==> src/rtl/adder_tree_pkg.sv <==
// Shared constants and helpers for the pipelined adder tree.
package adder_tree_pkg;

    localparam int CNT_W = 16;

    function automatic int clog2(input int n);
        int r;
        r = 0;
        for (int v = 1; v < n; v = v * 2) begin
            r++;
        end
        return r;
    endfunction

endpackage

==> src/rtl/adder_tree_stage.sv <==
// One registered level of the adder tree: pairwise sums plus a valid bit.
module adder_tree_stage
    import adder_tree_pkg::*;
#(
    parameter int IN_W    = 16,
    parameter int N_PAIRS = 2,
    parameter int SIGNED  = 0
) (
    input  logic                           clk,
    input  logic                           rst_n,
    input  logic                           advance,
    input  logic                           in_valid,
    input  logic [2*N_PAIRS*IN_W-1:0]      in_data,
    output logic                           out_valid,
    output logic [N_PAIRS*(IN_W+1)-1:0]    out_data
);

    localparam int OUT_W = IN_W + 1;

    logic [N_PAIRS*OUT_W-1:0] sum;

    function automatic logic [OUT_W-1:0] ext(input logic [IN_W-1:0] a);
        return {(SIGNED != 0) && a[IN_W-1], a};
    endfunction

    always_comb begin
        sum = '0;
        for (int i = 0; i < N_PAIRS; i++) begin
            sum[i*OUT_W +: OUT_W] = ext(in_data[(2*i)*IN_W +: IN_W])
                                  + ext(in_data[(2*i+1)*IN_W +: IN_W]);
        end
    end

    // Bubbles advance the valid bit but leave the data register untouched.
    always_ff @(posedge clk or negedge rst_n) begin
        if (!rst_n) begin
            out_valid <= 1'b0;
            out_data  <= '0;
        end else if (advance) begin
            out_valid <= in_valid;
            if (in_valid) begin
                out_data <= sum;
            end
        end
    end

endmodule

==> src/rtl/adder_tree_pipe.sv <==
// Pipelined NUM_IN-operand adder, one tree level per stage, valid/ready on both sides.
module adder_tree_pipe
    import adder_tree_pkg::*;
#(
    parameter  int WIDTH  = 16,
    parameter  int NUM_IN = 4,
    parameter  int SIGNED = 0,
    localparam int LVL    = clog2(NUM_IN),
    localparam int OW     = WIDTH + LVL
) (
    input  logic                    clk,
    input  logic                    rst_n,
    input  logic [NUM_IN*WIDTH-1:0] in_data,
    input  logic                    in_valid,
    output logic                    in_ready,
    output logic [OW-1:0]           out_data,
    output logic                    out_valid,
    input  logic                    out_ready,
    output logic [CNT_W-1:0]        out_count
);

    if (NUM_IN < 2 || (NUM_IN & (NUM_IN - 1)) != 0) begin : g_bad_num_in
        $error("adder_tree_pipe: NUM_IN must be a power of two >= 2");
    end

    logic advance;

    // A single global stall keeps every level in lockstep.
    assign advance  = ~out_valid | out_ready;
    assign in_ready = advance;

    for (genvar k = 1; k <= LVL; k++) begin : g_lvl
        localparam int IW = WIDTH + k - 1;
        localparam int NP = NUM_IN >> k;

        logic [2*NP*IW-1:0]  d_in;
        logic                v_in;
        logic [NP*(IW+1)-1:0] q;
        logic                v;

        if (k == 1) begin : g_first
            assign d_in = in_data;
            assign v_in = in_valid;
        end else begin : g_next
            assign d_in = g_lvl[k-1].q;
            assign v_in = g_lvl[k-1].v;
        end

        adder_tree_stage #(
            .IN_W    (IW),
            .N_PAIRS (NP),
            .SIGNED  (SIGNED)
        ) u_stage (
            .clk       (clk),
            .rst_n     (rst_n),
            .advance   (advance),
            .in_valid  (v_in),
            .in_data   (d_in),
            .out_valid (v),
            .out_data  (q)
        );
    end

    assign out_data  = g_lvl[LVL].q;
    assign out_valid = g_lvl[LVL].v;

    always_ff @(posedge clk or negedge rst_n) begin
        if (!rst_n) begin
            out_count <= '0;
        end else if (out_valid && out_ready) begin
            out_count <= out_count + 1'b1;
        end
    end

endmodule

==> config.mk <==
export PLATFORM = sky130hd
export DESIGN_NAME = adder_tree_pipe
export DESIGN_NICKNAME = d
export VERILOG_FILES = /design/src/rtl/adder_tree_pkg.sv /design/src/rtl/adder_tree_stage.sv /design/src/rtl/adder_tree_pipe.sv
export SDC_FILE = /design/constraint.sdc
export NUM_CORES = 1
export LEC_CHECK = 0
export ABC_AREA = 0
export CORE_UTILIZATION = 52
export CTS_CLUSTER_DIAMETER = 100
export DETAILED_ROUTE_END_ITERATION = 12
export GPL_ROUTABILITY_DRIVEN = 1
export GPL_TIMING_DRIVEN = 0
export PLACE_DENSITY_LB_ADDON = 0.2
export SYNTH_ARGS = -nofsm -noshare
export SYNTH_HDL_FRONTEND = slang
export SYNTH_SLANG_ARGS = --single-unit
export TNS_END_PERCENT = 100
==> constraint.sdc <==
create_clock -name clk -period 2.6 [get_ports clk]
set_input_delay 0.52 -clock clk [delete_from_list [all_inputs] [get_ports clk]]
set_output_delay 0.52 -clock clk [all_outputs]
set_load 0.005 [all_outputs]
## Word level (Yosys, flattened, before mapping)

Index checks and enable logic that the tools add are counted.

| cells by class | value |
|---|---|
| add/subtract/negate cells | 4 |
| bitwise gates (word level) | 2 |
| reduce and logical (&&, ||, !) cells | 3 |

Operator list:

| cell | number |
|---|---|
| $add 16x16->17 | 2 |
| $add 17x17->18 | 1 |
| $add 16x1->16 const B | 1 |
| $reduce_and 2->1 | 2 |
| $logic_and 1x1->1 | 1 |
| $not 1->1 | 1 |
| $or 1x1->1 | 1 |

| word-level totals | value |
|---|---|
| bits in registers | 70 |
| bits of input ports | 68 |
| output and inout bits | 36 |
| word-level logic and storage cells | 14 |

## Longest topological paths before layout

| logic depth | value |
|---|---|
| depth after elaboration | 3 |
| depth in mapped cells | 9 |
| depth with buffers taken out | 9 |

## Modules after synthesis

Synthesis repeated with hierarchy kept, for this count alone.

| unflattened totals | value |
|---|---|
| cells, all modules | 584 |
| area, all modules | 5166.2 um2 |

Modules (own cells, without submodules):

| module | instances | cells an instance | area an instance (um2) | sequential area each (um2) |
|---|---|---|---|---|
| adder_tree_stage at g_lvl[1].u_stage | 1 | 332 | 2864.0 | 875.8 |
| adder_tree_stage at g_lvl[2].u_stage | 1 | 195 | 1606.5 | 475.5 |
| adder_tree_pipe | 1 | 57 | 695.7 | 400.4 |

## Least setup slack after synthesis

No wires, ideal clock.

| path | value |
|---|---|
| path kind | in2reg |
| from | input port in_data[32] |
| to | register g_lvl[1].u_stage.out_data[27] |
| setup time | 0.124 ns |
| data arrival time | 2.230 ns |
| data required time | 2.476 ns |
| setup slack | 0.246 ns |
| cell stages on the path | 8 |
| buffers on the path | 0 |
| cell sequence | ha_1 fa_1 a21o_1 a311oi_1 o21ai_1 a21oi_2 nor4b_1 a211o_1 |

| on the way | value |
|---|---|
| longest elaborated chain between the ends | 1 |

RTL lines:

| item | line | text |
|---|---|---|
| start: declaration | adder_tree_pipe.sv:13 | `input logic [NUM_IN*WIDTH-1:0] in_data,` |
| $add 16x16->17 | adder_tree_stage.sv:30 | `+ ext(in_data[(2*i+1)*IN_W +: IN_W]);` |
| end signal: assignment | adder_tree_stage.sv:42 | `out_data <= sum;` |
| end: declaration | adder_tree_stage.sv:15 | `output logic [N_PAIRS*(IN_W+1)-1:0] out_data` |

No other way between the ends.
A chain may end at the register's enable or synchronous reset.

## Worst setup path after layout

Ends and elaborated chain as after synthesis.

==> run_results.csv <==
group,metric,value,unit
worst_setup_path,path_cells,"clkdlybuf4s50_1, ha_2, fa_2, a21o_1, a311oi_4, o21ai_2, a21oi_2, nor4b_1, a211o_1",
layout,fin_util,70.05,%
placed_design,dp_slack,-0.5847,ns
worst_setup_path,r2r_setup_slack,0.30,ns
worst_setup_path,critical_path_class,"in -> reg",
clock_network,clockRootBuffer,"clkbuf_8",
floorplan,io_pins,104,
power,p_per_area,725.4,mW/mm^2
worst_setup_path,max_stage_delay,0.41,ns
detailed_routing,drc,0,
detailed_routing,wirelength,11930,um
timing,final.setup.tns,0,ns
synthesis,syn_inst,564,
timing,layout_min_cycle_time,2.500,ns
power,ir_drop,0.3081,mV
worst_setup_path,r2r_cells,9,
placed_design,place_inst,796,
detailed_routing,dr.pass1.iters,4,
synthesis,synthTopCellsByCount,"nand2_1 (84), dfrtp_1 (70), ha_1 (50), o21ai_0 (48), a21oi_1 (37)",
placed_design,routabilityCongestion,0.9390,
floorplan,num_rows,35,
timing,fin_skew,0.01395,ns
layout,antenna_cells,0,
worst_setup_path,crit_path_start_kind,"primary input",
worst_setup_path,critPathArrivalTime,2.74,ns
timing,slew_viol_final,0,
clock_network,clk_pin_slew,0.08,ns
worst_setup_path,cp-end-kind,"flop",
timing,period_share,96.14,%
layout,area_delta_synth_final,29.30,%
floorplan,dieArea,0.01007,mm^2
synthesis,synth.area.top_cells,"dfrtp_1 (35%), ha_1 (12%), nand2_1 (6.3%), o21ai_0 (4.8%), xnor2_1 (4.5%)",
global_route,grt_max_degree,71,
floorplan,chipHeight,100.4,um
clock_network,cts_tree,"built",
synthesis,yosys.area.top_type_share,34.83,%
worst_setup_path,crit_family,"compound AO/OA/AOI/OAI gates",
layout,drive_gt1_share,8.017,%
synthesis,synth.avg_cell_area,8.918,um^2
worst_setup_path,critical_path.slowest_cell,"clkdlybuf4s50_1",
synthesis,synth.cell_area,0.005030,mm^2
timing,setup_viol,0,
timing,tightest_slew,0.8545,ns
worst_setup_path,critPathMaxFanout,2,
placed_design,port-buffer-count,103,
synthesis,ys_types,67,
worst_setup_path,critical_path_required,2.84,ns
detailed_routing,antenna_left,0,
placed_design,dp_hpwl,9422,um
synthesis,ys_dominant_reg_cell,"dfrtp_1",
clock_network,clockBufferDepth,2,
layout,fin_cells,815,
synthesis,ys_seq_elements,70,
power,totalPowerFinal,4.718,mW
placed_design,place_area,0.006220,mm^2
timing,hold_ws,0.2633,ns
timing,finalHoldViolations,0,
synthesis,syn_nets,685,
layout,nets,802,
layout,design_area,0.006504,mm^2
synthesis,synthArstFlopShare,100.0,%
synthesis,yosys_warnings,0,
detailed_routing,drt-initial-drc-count,230,
timing,final.setup.worst_slack,0.1002,ns
floorplan,start_util,54.18,%
synthesis,yosys.cell_count.top_type,"nand2_1",
clock_network,htree_levels,3,
detailed_routing,viasPerCell,5.683,
floorplan,core_area,0.009284,mm^2
global_route,antenna_found_initial,0,
timing,fmax,400.0,MHz
synthesis,synth_edf_count,0,
global_route,grt.overflow.total,0,
clock_network,clock_sinks,70,
synthesis,ys_seq_area_share,34.83,%
synthesis,synth.largest_area_cell,"dfrtp_1",
flow_run,drv_cap,0,
hold_path,hold_class,"in -> async",
global_route,grt_pass1_wl,20030,um
timing,max-slew-margin-rel,43.04,%
global_route,track_usage,25.24,%
clock_network,clk_latency,0.35,ns
worst_setup_path,r2r-start,"g_lvl[1].u_stage.out_data[0]",
floorplan,die_w,100.4,um
detailed_routing,post_drt_wl_per_cell,14.64,um
detailed_routing,vias,4632,
clock_network,numCtsBuffers,9,
power,leakagePower,2.857,nW
timing,rsz0062_at_grt,"false",
worst_setup_path,path_buf_inv,1,
status,status,"completed",
worst_setup_path,timing.rr.end,"g_lvl[2].u_stage.out_data[16]",
global_route,grt_pass1_vias,4371,
==> placed cells by master (no fill, tap or decap), types with 14 or more instances in the layout <==
cell type	n
clkdlybuf4s50_1	102
nand2_1	84
dfrtp_1	70
ha_1	49
o21ai_0	48
a21oi_1	37
nor2_1	29
xnor2_1	26
xor2_1	18
nand3_1	15
a21o_1	14
==> state kept, by name, indices dropped and copies added (netlist names) <==
| signal | count |
|---|---|
| g_lvl.u_stage.out_data | 52 |
| g_lvl.u_stage.out_valid | 2 |
| out_count | 16 |
==> layer usage <==
metal  GRT usage (%)  routed length, um  vias to the layer above
met2           41.73               5675                      148
met4           11.48                266                        0
met1           32.52               5437                     2147
met5               0                  0                        -
li1                -                  -                     2319
met3           4.109                549                       18
==> worst max-delay path by stage <==
stage                 from                             to  depth (start not counted)
2_1_floorplan  in_data[32]  g_lvl[1].u_stage.out_data[27]                          8
3_3_place_gp         rst_n                   out_count[2]                          1
3_5_place_dp   in_data[32]  g_lvl[1].u_stage.out_data[27]                          9
4_1_cts         in_data[0]  g_lvl[1].u_stage.out_data[14]                          9
5_1_grt         in_data[0]  g_lvl[1].u_stage.out_data[14]                          9
6_report       in_data[32]  g_lvl[1].u_stage.out_data[27]                          9
==> logic make-up (layout without fill, tap and decap cells) <==
logic type / count (synthesis) / in the layout / synth area share [%]
compound gates: 181 / 181 / 23.21
xor+xnor: 44 / 44 / 7.662
buf+inv: 31 / 153 / 3.060
mux: 3 / 3 / 0.6219
simple gates: 182 / 182 / 16.99
fa+ha+maj: 53 / 53 / 13.63
flops: 70 / 70 / 34.83
==> power by group <==
group / total, mW / internal, mW / switching (mW)
Sequential: 1.63 / 1.40 / 0.225
Clock: 0.888 / 0.466 / 0.423
Combinational: 2.20 / 1.12 / 1.09
==> final cells by class <==
type / count / area (um^2)
clock inverter: 6 / 61.31
clock buffer: 10 / 137.6
fill: 736 / 2780
sequential: 70 / 1752
buffer: 20 / 112.6
multi-input combinational: 463 / 3187
inverter: 11 / 41.29
timing repair buffer: 106 / 1051
tap: 129 / 161.4
==> repair_timing <==
action / CTS / global route
setup endpoints to repair: 6 / 6
setup buffers: 0 / 3
hold buffers: 0 / 0
pin swaps: 1 / 7
gates resized for setup: 3 / 9
(Power assumes the default switching activity.)
